==> config.mk <==
export PLATFORM = sky130hd
export DESIGN_NAME = multicycle_control
export DESIGN_NICKNAME = d
export VERILOG_FILES = /design/src/rtl/multicycle_control.sv
export SDC_FILE = /design/constraint.sdc
export NUM_CORES = 1
export LEC_CHECK = 0
export ABC_CLOCK_PERIOD_IN_PS = 1450
export BUFFER_PORTS_ARGS = -buffer_cell sky130_fd_sc_hd__buf_2
export CORE_UTILIZATION = 44
export DETAILED_ROUTE_END_ITERATION = 12
export PLACE_DENSITY = 0.73
export SYNTH_ARGS = -nofsm -noshare
export SYNTH_HDL_FRONTEND = slang
export SYNTH_SLANG_ARGS = --single-unit
==> constraint.sdc <==
create_clock -name i_clk -period 1.45 [get_ports i_clk]
set_input_delay 0.29 -clock i_clk [delete_from_list [all_inputs] [get_ports i_clk]]
set_output_delay 0.29 -clock i_clk [all_outputs]
set_load 0.1 [all_outputs]
==> src/rtl/multicycle_control.sv <==
// Moore control FSM for a multicycle MIPS datapath (R-type, addi, lw, sw, beq).
// Latency: outputs decoded from the state register in the same cycle; lw 5, sw/R/addi 4, beq 3 cycles plus memory waits.
// Backpressure: memory states hold until i_mem_ready, aborting to FETCH after MEM_TIMEOUT wait cycles.
module multicycle_control #(
    parameter int MEM_TIMEOUT = 15,
    parameter int CNT_W       = 8
) (
    input  logic       i_clk,
    input  logic       i_reset,
    input  logic [5:0] i_opcode,
    input  logic [5:0] i_funct,
    input  logic       i_mem_ready,
    output logic       o_PCWrite,
    output logic       o_PCWriteCond,
    output logic       o_PCSrc,
    output logic       o_IorD,
    output logic       o_MemRead,
    output logic       o_MemWrite,
    output logic       o_IRWrite,
    output logic       o_RegDst,
    output logic       o_MemtoReg,
    output logic       o_RegWrite,
    output logic       o_ALUSrcA,
    output logic [1:0] o_ALUSrcB,
    output logic [2:0] o_ALUOp,
    output logic       o_instr_done,
    output logic       o_illegal_op,
    output logic       o_mem_err,
    output logic [3:0] o_state
);

    typedef enum logic [3:0] {
        S_FETCH  = 4'd0,
        S_DECODE = 4'd1,
        S_MEMADR = 4'd2,
        S_MEMRD  = 4'd3,
        S_MEMWB  = 4'd4,
        S_MEMWR  = 4'd5,
        S_EXEC   = 4'd6,
        S_ALUWB  = 4'd7,
        S_BRANCH = 4'd8,
        S_ADDIEX = 4'd9,
        S_ADDIWB = 4'd10
    } state_t;

    localparam logic [5:0] OP_RTYPE = 6'b000000;
    localparam logic [5:0] OP_ADDI  = 6'b001000;
    localparam logic [5:0] OP_LW    = 6'b100011;
    localparam logic [5:0] OP_SW    = 6'b101011;
    localparam logic [5:0] OP_BEQ   = 6'b000100;

    localparam logic [2:0] ALU_ADD = 3'b010;
    localparam logic [2:0] ALU_SUB = 3'b110;
    localparam logic [2:0] ALU_AND = 3'b000;
    localparam logic [2:0] ALU_OR  = 3'b001;
    localparam logic [2:0] ALU_SLT = 3'b111;

    // Last wait count before the abort fires.
    localparam logic [CNT_W-1:0] TMO_LAST = CNT_W'(MEM_TIMEOUT - 1);

    state_t           r_state;
    state_t           w_next_state;
    logic [CNT_W-1:0] r_wait_cnt;
    logic             w_mem_state;
    logic             w_timeout;

    // Only FETCH/MEMRD/MEMWR wait on memory; mem_ready wins over a coincident timeout.
    assign w_mem_state = (r_state == S_FETCH) || (r_state == S_MEMRD) || (r_state == S_MEMWR);
    assign w_timeout   = w_mem_state && !i_mem_ready && (r_wait_cnt == TMO_LAST);

    // State register.
    always_ff @(posedge i_clk) begin
        if (i_reset) begin
            r_state <= S_FETCH;
        end else begin
            r_state <= w_next_state;
        end
    end

    // Wait counter: counts only while stalled in a memory state; every other path is a state entry and clears it.
    always_ff @(posedge i_clk) begin
        if (i_reset) begin
            r_wait_cnt <= '0;
        end else if (w_mem_state && !i_mem_ready && !w_timeout) begin
            if (r_wait_cnt != '1) begin
                r_wait_cnt <= r_wait_cnt + 1'b1;
            end
        end else begin
            r_wait_cnt <= '0;
        end
    end

    // Next-state logic.
    always_comb begin
        w_next_state = S_FETCH;
        case (r_state)
            S_FETCH:  w_next_state = i_mem_ready ? S_DECODE : S_FETCH;
            S_DECODE: begin
                case (i_opcode)
                    OP_RTYPE:      w_next_state = S_EXEC;
                    OP_ADDI:       w_next_state = S_ADDIEX;
                    OP_LW, OP_SW:  w_next_state = S_MEMADR;
                    OP_BEQ:        w_next_state = S_BRANCH;
                    default:       w_next_state = S_FETCH;
                endcase
            end
            S_MEMADR: w_next_state = (i_opcode == OP_LW) ? S_MEMRD : S_MEMWR;
            S_MEMRD:  w_next_state = i_mem_ready ? S_MEMWB : S_MEMRD;
            S_MEMWR:  w_next_state = S_MEMWR;
            S_EXEC:   w_next_state = S_ALUWB;
            S_ADDIEX: w_next_state = S_ADDIWB;
            default:  w_next_state = S_FETCH;
        endcase
        // A timeout abandons the access; PC was not advanced so the instruction is refetched.
        if (w_timeout || (r_state == S_MEMWR && i_mem_ready)) begin
            w_next_state = S_FETCH;
        end
    end

    // Output decode; everything is forced low while reset is asserted so no write escapes a reset cycle.
    always_comb begin
        o_PCWrite     = 1'b0;
        o_PCWriteCond = 1'b0;
        o_PCSrc       = 1'b0;
        o_IorD        = 1'b0;
        o_MemRead     = 1'b0;
        o_MemWrite    = 1'b0;
        o_IRWrite     = 1'b0;
        o_RegDst      = 1'b0;
        o_MemtoReg    = 1'b0;
        o_RegWrite    = 1'b0;
        o_ALUSrcA     = 1'b0;
        o_ALUSrcB     = 2'b00;
        o_ALUOp       = 3'b000;
        o_instr_done  = 1'b0;
        o_illegal_op  = 1'b0;
        o_mem_err     = 1'b0;
        o_state       = 4'd0;
        if (!i_reset) begin
            o_state   = r_state;
            o_mem_err = w_timeout;
            case (r_state)
                S_FETCH: begin
                    o_MemRead = 1'b1;
                    o_ALUSrcB = 2'b01;
                    o_ALUOp   = ALU_ADD;
                    o_IRWrite = i_mem_ready;
                    o_PCWrite = i_mem_ready;
                end
                S_DECODE: begin
                    o_ALUSrcB = 2'b11;
                    o_ALUOp   = ALU_ADD;
                    o_illegal_op = !(i_opcode == OP_RTYPE || i_opcode == OP_ADDI ||
                                     i_opcode == OP_LW    || i_opcode == OP_SW   ||
                                     i_opcode == OP_BEQ);
                end
                S_MEMADR, S_ADDIEX: begin
                    o_ALUSrcA = 1'b1;
                    o_ALUSrcB = 2'b10;
                    o_ALUOp   = ALU_ADD;
                end
                S_MEMRD: begin
                    o_MemRead = 1'b1;
                    o_IorD    = 1'b1;
                end
                S_MEMWB: begin
                    o_MemtoReg   = 1'b1;
                    o_RegWrite   = 1'b1;
                    o_instr_done = 1'b1;
                end
                S_MEMWR: begin
                    o_MemWrite   = 1'b1;
                    o_IorD       = 1'b1;
                    o_instr_done = i_mem_ready;
                end
                S_EXEC: begin
                    o_ALUSrcA = 1'b1;
                    case (i_funct)
                        6'b100010: o_ALUOp = ALU_SUB;
                        6'b100100: o_ALUOp = ALU_AND;
                        6'b100101: o_ALUOp = ALU_OR;
                        6'b101010: o_ALUOp = ALU_SLT;
                        default:   o_ALUOp = ALU_ADD;
                    endcase
                end
                S_ALUWB: begin
                    o_RegDst     = 1'b1;
                    o_RegWrite   = 1'b1;
                    o_instr_done = 1'b1;
                end
                S_BRANCH: begin
                    o_ALUSrcA     = 1'b1;
                    o_ALUOp       = ALU_SUB;
                    o_PCWriteCond = 1'b1;
                    o_PCSrc       = 1'b1;
                    o_instr_done  = 1'b1;
                end
                S_ADDIWB: begin
                    o_RegWrite   = 1'b1;
                    o_instr_done = 1'b1;
                end
                default: ;
            endcase
        end
    end

endmodule

==> flow_metrics.py, run 1 <==
metrics = {
    "yosys": {
        "syn-num-nets": 169,
        "syn_area_um2": 1180,
        "synth_top_area_share_pct": 20.4,
        "syn-instance-count": 152,
        "synthArstFlopShare_pct": 0,
        "synth.largest_area_cell": "dfxtp_1",
        "synth_edf_count": 0,
        "yosys-top-cells-area": "dfxtp_1 20%, nor2_1 6.1%, buf_6 4.8%",
        "ys.flop_type": "dfxtp_1",
        "ys_warn_count": 0,
        "post_synth.cell_area_avg_um2": 7.75,
        "synth_cell_types": 49,
        "ys_ff_latch": 12,
        "seq_area_frac_synth_pct": 20.4,
    },
    "place": {
        "hpwl_um": 3480,
        "port_buffers": 37,
        "place_congestion": 0.835,
    },
    "clock_network": {
        "h-tree-depth": 1,
        "clockRootBuffer": "clkbuf_4",
        "clockBufferDepth": 2,
        "hold_buffers": 0,
        "postCtsResizedCells": 46,
        "numCtsBuffers": 3,
        "numClockSinks": 12,
        "postCtsSetupRepairBufs": 19,
    },
    "floorplan": {
        "die_w_um": 53.8,
        "die_h_um": 53.8,
        "initial_utilization_pct": 47.1,
        "ios": 38,
        "row_count": 18,
    },
    "status": {
        "outcome.stop_stage": "clock tree synthesis (4_1_cts)",
        "status": "did not finish",
        "stop_error": "[ERROR DPL-0038] Utilization greater than 100%, impossible to legalize",
    },
}
-- Yosys cell counts, types with 2 or more instances --
master and number:
nor4b_1 2, a21oi_1 5, dfxtp_1 12, nand3b_1 3, a211oi_2 3, nor3_2 3
nor4_1 4, buf_6 5, or2_2 2, a31oi_1 3, nand2_1 8, o211ai_1 2
or2_1 2, nand3_1 8, nor3_1 8, ha_1 2, or3_1 2, nor2_1 19
o21ai_0 4, clkbuf_1 2, inv_1 5, buf_4 3, xnor2_1 2, buf_2 3
nor3b_1 2, and3_1 2, a211oi_1 5, nor2b_1 3, o21bai_1 3, mux2i_1 2
nand2b_1 5
-- cell families after synthesis --
logic type / Yosys count / synth area share [%]
DFF: 12 / 20.4
adders and majority gates: 2 / 2.12
AOI/OAI and AO/OA: 32 / 19.9
and+or+nand+nor: 83 / 43.5
xor gates and xnor gates: 3 / 2.23
muxes: 2 / 1.70
buffers and inverters: 18 / 10.2
-- stage by stage --
stage / instances / cell area, µm² / utilization, % / hold WS, ns / worst slack (ns)
after floorplan: 152 / 1490 / - / 0.456 / -1.04
after detailed placement: 253 / 2240 / 89.7 / 0.559 / -0.256
after global placement: 253 / 2240 / 89.7 / 0.539 / -0.197
==> run 2: changes to the inputs <==
Settings changed: ABC_CLOCK_PERIOD_IN_PS 1450 to 1890, CORE_UTILIZATION 44 to 29, PLACE_DENSITY 0.73 to unset, PLACE_DENSITY_LB_ADDON set to 0.15.
Clock period 1.45 ns to 1.89 ns, I/O delays scaled along.
==> flow_metrics.py, run 2 <==
metrics = {
    "status": {
        "status": "complete, but fails checks",
        "violations": "negative setup slack",
    },
    "power_and_ir_drop": {
        "internal_power_mw": 0.509,
        "pwr-share-comb_pct": 37.3,
        "switchingPower_mw": 0.265,
        "seqPwrFrac_pct": 33.4,
        "swShare_pct": 34.2,
        "p_leak_nw": 0.815,
        "ir_drop_v": 0.000421,
        "finalPower_mw": 0.774,
        "pwr-share-clk_pct": 29.3,
        "power.density_nw_per_um2": 336,
    },
    "worst_setup_path": {
        "crit_family": "simple AND/OR/NAND/NOR gates",
        "cp_slowest_stage_delay_ns": 0.45,
        "endpoint_kind": "output port",
        "worstSetupStartpointType": "register",
        "slowest_stage": "or4_4",
        "worstPathMaxFanout": 2,
        "critPathKind": "reg2out",
        "critPathArrivalTime_ns": 1.57,
        "crit_buf_inv": 2,
        "crit_required_ns": 1.51,
        "path_cells": "inv_2 -> ha_4 -> nand4b_1 -> or4_4 -> nor2_4 -> buf_12",
    },
    "timing": {
        "hold_viol": 0,
        "worstMarginPinSlew_ns": 0.423,
        "rsz0062_at_grt": "true",
        "max_freq_mhz": 514,
        "slew_violations": 0,
        "slew_headroom_pct": 71.7,
        "finalCritPeriodShare_pct": 103,
        "hold_slack_ns": 0.512,
        "setup_violations": 5,
        "finClkSkew_ns": 0.00273,
        "period_needed_ns": 1.94,
        "layout_setup_ws_ns": -0.0538,
    },
    "yosys": {
        "syn-instance-count": 152,
        "yosys-top-cells-area": "dfxtp_1 20%, nor2_1 6.1%, buf_6 4.8%",
        "ys.flop_type": "dfxtp_1",
        "ys_warn_count": 0,
        "yosys-top-cells-count": "19 x nor2_1, 12 x dfxtp_1, 8 x nand2_1, 8 x nand3_1, 8 x nor3_1",
        "synth.largest_area_cell": "dfxtp_1",
        "synth_top_area_share_pct": 20.4,
        "seq_area_frac_synth_pct": 20.4,
        "synth_edf_count": 0,
        "post_synth.cell_area_avg_um2": 7.75,
        "syn_area_um2": 1180,
        "ys_ff_latch": 12,
        "synth.most_common_cell": "nor2_1",
        "synthArstFlopShare_pct": 0,
        "syn-num-nets": 169,
        "synth_cell_types": 49,
    },
    "layout": {
        "nNetsFinal": 229,
        "diodes": 0,
        "drive_gt1_share_pct": 60.5,
        "regMostFlops": "r_wait_cnt",
        "nFillCells": 307,
        "fin_cells": 258,
        "area_delta_synth_final_pct": 95.8,
        "reg_top3": "r_wait_cnt x8, r_state x4",
        "utilization_pct": 61.2,
        "largest_reg_flops": 8,
        "final_cell_mix": "28 x buf_12, 24 x buf_4, 14 x buf_2",
        "layout_commonest_cell": "buf_12",
    },
    "grt": {
        "grt_start_max_net_pins": 17,
        "grt_pass1_vias": 1222,
        "grt_pass1_wl_um": 5610,
        "grt_overflow": 0,
        "grtUsageTotal_pct": 17.0,
        "antenna_found_initial": 0,
    },
    "place": {
        "place_inst": 244,
        "hpwl_um": 2740,
        "port_buffers": 37,
        "place_congestion": 0.771,
    },
    "drt": {
        "top_layer_used": "met4",
        "num_vias": 1346,
        "drc": 0,
        "wl_met1_um": 1510,
        "wl_per_cell_um": 13.8,
        "first_iter_violations": 54,
        "detail-route-antenna-nets": 0,
        "met2_length_um": 1870,
        "first_pass_iters": 5,
        "routed_wl_um": 3560,
        "via_per_inst": 5.22,
        "wl_met3_um": 146,
    },
    "floorplan": {
        "core_um2": 3770,
        "row_count": 22,
        "die_h_um": 65.8,
        "initial_utilization_pct": 31.3,
        "ios": 38,
        "die_w_um": 65.8,
        "die_area_um2": 4320,
    },
    "clock_network": {
        "h-tree-depth": 1,
        "hold_buffers": 0,
        "cts_tree": "yes",
        "clk_pin_slew_ns": 0.05,
        "clockRootBuffer": "clkbuf_8",
        "insertion_delay_ns": 0.24,
        "numClockSinks": 12,
        "numCtsBuffers": 3,
        "clockBufferDepth": 2,
    },
    "flow_run": {
        "drv_cap": 0,
    },
    "min_path": {
        "hp-class": "in2reg",
    },
}
## run 2: cell counts after synthesis
No cell type changed its count.
## run 2: cell families (layout without fill, tap and decap cells)
group                    count (synthesis)  count (layout)  share of synthesized area [%]
buffers and inverters                   18              76                           10.2
adder cells (fa/ha/maj)                  2               2                           2.12
AND/OR/NAND/NOR                         83              83                           43.5
multiplexers                             2               2                           1.70
flip-flops                              12              12                           20.4
AO/OA/AOI/OAI                           32              32                           19.9
XOR/XNOR                                 3               3                           2.23
## run 2: power groups by stage
stage | clock network, mW | registers, mW | logic [mW]
after floorplan | 0 | 0.267 | 0.173
after detailed placement | 0 | 0.266 | 0.268
after CTS | 0.234 | 0.258 | 0.284
after global routing | 0.235 | 0.259 | 0.303
final | 0.227 | 0.259 | 0.289
after global placement | 0 | 0.266 | 0.266
## run 2: path summary, 6_finish.rpt
path                                    start            end  slack (ns)  cells past startpoint
worst max-delay path            r_wait_cnt[0]      o_mem_err       -0.05                      6
worst min-delay path              i_opcode[5]     r_state[0]        0.51                      4
worst max register to register  r_wait_cnt[0]  r_wait_cnt[4]        0.17                      7
worst min register to register  r_wait_cnt[3]  r_wait_cnt[3]        0.55                      2
## run 2: stage by stage
step | setup TNS, ns | setup slack [ns] | instance area, µm²
floorplan | -4.14 | -0.693 | 1450
global placement | 0 | 0.0495 | 2070
detailed placement | -0.00791 | -0.00791 | 2070
CTS | -0.161 | -0.0590 | 2250
global route | -0.444 | -0.0973 | 2310
finish | -0.0783 | -0.0538 | 2310
## run 2: layout make-up
class,instances,area [µm²],share of cell area [%]
Multi-Input combinational cell,122,1100,47.6
Clock buffer,3,41.3,1.79
Timing Repair Buffer,68,833,36.1
Inverter,5,18.8,0.813
Tap cell,48,60.1,2.60
Sequential cell,12,255,11.1
## run 2: per-layer routing
metal / vias up / global-route usage, %
li1: 672 / -
met1: 634 / 20.8
met2: 36 / 29.6
met3: 4 / 2.43
met4: 0 / 6.52
met5: - / 0
## run 2: timing repair
action	4_1_cts	5_1_grt
gates cloned	0	0
pin swaps	7	4
setup endpoints to repair	18	11
buffers inserted	8	3
gates resized for setup	16	9
## run 2: worst min-delay path: stages
cell      delay, ns
buf_2          0.11
nor3_1         0.05
nand3_1        0.10
a211oi_2       0.07
No activity file was read; power rests on OpenSTA's default activity.
==> run 3: changes to the inputs <==
Settings changed: CORE_MARGIN set to 2.
==> flow_metrics.py, run 3 (synthesized netlist as in run 2, its figures left out) <==
metrics = {
    "status": {
        "status": "complete, but fails checks",
        "violations": "negative setup slack",
    },
    "layout": {
        "utilization_pct": 56.9,
        "layout_commonest_cell": "buf_4",
        "nFillCells": 333,
        "drive_gt1_share_pct": 58.7,
        "fin_cells": 263,
        "regMostFlops": "r_wait_cnt",
        "nNetsFinal": 231,
        "area_delta_synth_final_pct": 90.3,
        "final_cell_mix": "31 x buf_4, 23 x buf_12, 14 x buf_2",
        "final_cell_area_um2": 2240,
        "largest_reg_flops": 8,
        "reg_top3": "r_wait_cnt x8, r_state x4",
        "diodes": 0,
    },
    "clock_network": {
        "numClockSinks": 12,
        "insertion_delay_ns": 0.24,
        "numCtsBuffers": 3,
        "clk_pin_slew_ns": 0.06,
        "h-tree-depth": 1,
        "cts_tree": "yes",
        "clockBufferDepth": 2,
        "hold_buffers": 0,
        "clockRootBuffer": "clkbuf_8",
    },
    "timing": {
        "max_freq_mhz": 504,
        "setup_tns_ns": -0.127,
        "slew_violations": 0,
        "hold_slack_ns": 0.496,
        "rsz0062_at_grt": "true",
        "finClkSkew_ns": 0.00459,
        "worstMarginPinSlew_ns": 0.432,
        "finalCritPeriodShare_pct": 105,
        "hold_viol": 0,
        "period_needed_ns": 1.98,
        "slew_headroom_pct": 71.1,
        "setup_violations": 3,
        "layout_setup_ws_ns": -0.0930,
    },
    "worst_setup_path": {
        "worstPathMaxFanout": 2,
        "worstSetupStartpointType": "register",
        "slowest_stage": "or4_4",
        "crit_buf_inv": 2,
        "critPathKind": "reg2out",
        "path_cells": "inv_2 -> ha_4 -> nand4b_1 -> or4_4 -> nor2_4 -> buf_12",
        "crit_required_ns": 1.51,
        "critPathArrivalTime_ns": 1.60,
        "cp_slowest_stage_delay_ns": 0.46,
        "crit_family": "simple AND/OR/NAND/NOR gates",
        "endpoint_kind": "output port",
    },
    "power_and_ir_drop": {
        "ir_drop_v": 0.000316,
        "seqPwrFrac_pct": 31.7,
        "pwr-share-comb_pct": 34.3,
        "finalPower_mw": 0.813,
        "pwr-share-clk_pct": 34.0,
        "power.density_nw_per_um2": 362,
        "internal_power_mw": 0.546,
        "switchingPower_mw": 0.267,
        "swShare_pct": 32.8,
        "p_leak_nw": 0.810,
    },
    "floorplan": {
        "initial_utilization_pct": 29.9,
        "row_count": 23,
        "die_area_um2": 4590,
        "core_um2": 3940,
        "ios": 38,
        "die_h_um": 67.8,
        "die_w_um": 67.8,
    },
    "grt": {
        "grt_pass1_vias": 1353,
        "grt_overflow": 0,
        "grt_pass1_wl_um": 5800,
        "grt_start_max_net_pins": 10,
        "antenna_found_initial": 0,
        "grtUsageTotal_pct": 16.4,
    },
    "place": {
        "port_buffers": 37,
        "place_congestion": 0.825,
        "place_area_um2": 2030,
        "hpwl_um": 2750,
        "place_ws_ns": 0.0179,
        "place_inst": 245,
    },
    "flow_run": {
        "drv_cap": 0,
    },
    "drt": {
        "routed_wl_um": 3620,
        "first_iter_violations": 73,
        "detail-route-antenna-nets": 0,
        "via_per_inst": 5.14,
        "first_pass_iters": 4,
        "num_vias": 1353,
        "drc": 0,
        "wl_per_cell_um": 13.8,
    },
    "min_path": {
        "hp-class": "in2reg",
    },
}
## run 3: tightest hold or removal path, cell delays in order
cell      delay (ns)
buf_2           0.11
nor3_1          0.05
nand3_1         0.09
a211oi_2        0.07
## run 3: layout make-up
type                       count  area, µm²  area share (%)
tap                           50       62.6            2.79
sequential                    12        258            11.5
inverter                       5       18.8           0.837
clock buffer                   4       55.1            2.45
timing repair buffer          70        786            35.0
multi-input combinational    122       1060            47.4
## run 3: routing by layer
metal | share of wire, % | vias to the layer above | wire length [µm] | global-route usage [%]
met5 | 0 | - | 0 | 0
met4 | 0.99 | 0 | 36 | 5.87
met2 | 57 | 33 | 2050 | 32.0
li1 | - | 672 | - | -
met1 | 39 | 644 | 1420 | 17.9
met3 | 3.1 | 4 | 113 | 1.83
## run 3: power by group through the flow
stage / clock network, mW / registers (mW) / logic (mW)
after global routing: 0.292 / 0.258 / 0.294
after CTS: 0.281 / 0.257 / 0.272
after detailed placement: 0 / 0.267 / 0.264
after floorplan: 0 / 0.267 / 0.173
final: 0.276 / 0.258 / 0.279
after global placement: 0 / 0.267 / 0.262
## run 3: path summary, 6_finish.rpt
path / startpoint / slack [ns] / cells after the start / end
setup / recovery: r_wait_cnt[0] / -0.09 / 6 / o_mem_err
hold / removal: i_opcode[5] / 0.50 / 4 / r_state[0]
setup reg to reg: r_wait_cnt[0] / 0.16 / 7 / r_wait_cnt[6]
hold reg to reg: r_wait_cnt[1] / 0.55 / 2 / r_wait_cnt[1]
## run 3: what timing repair did
action                                  in CTS  in global routing
resized for setup                           14                  6
buffers inserted                             8                  6
cloned                                       0                  0
endpoints found under the setup margin      17                 10
pin swaps                                    6                  7
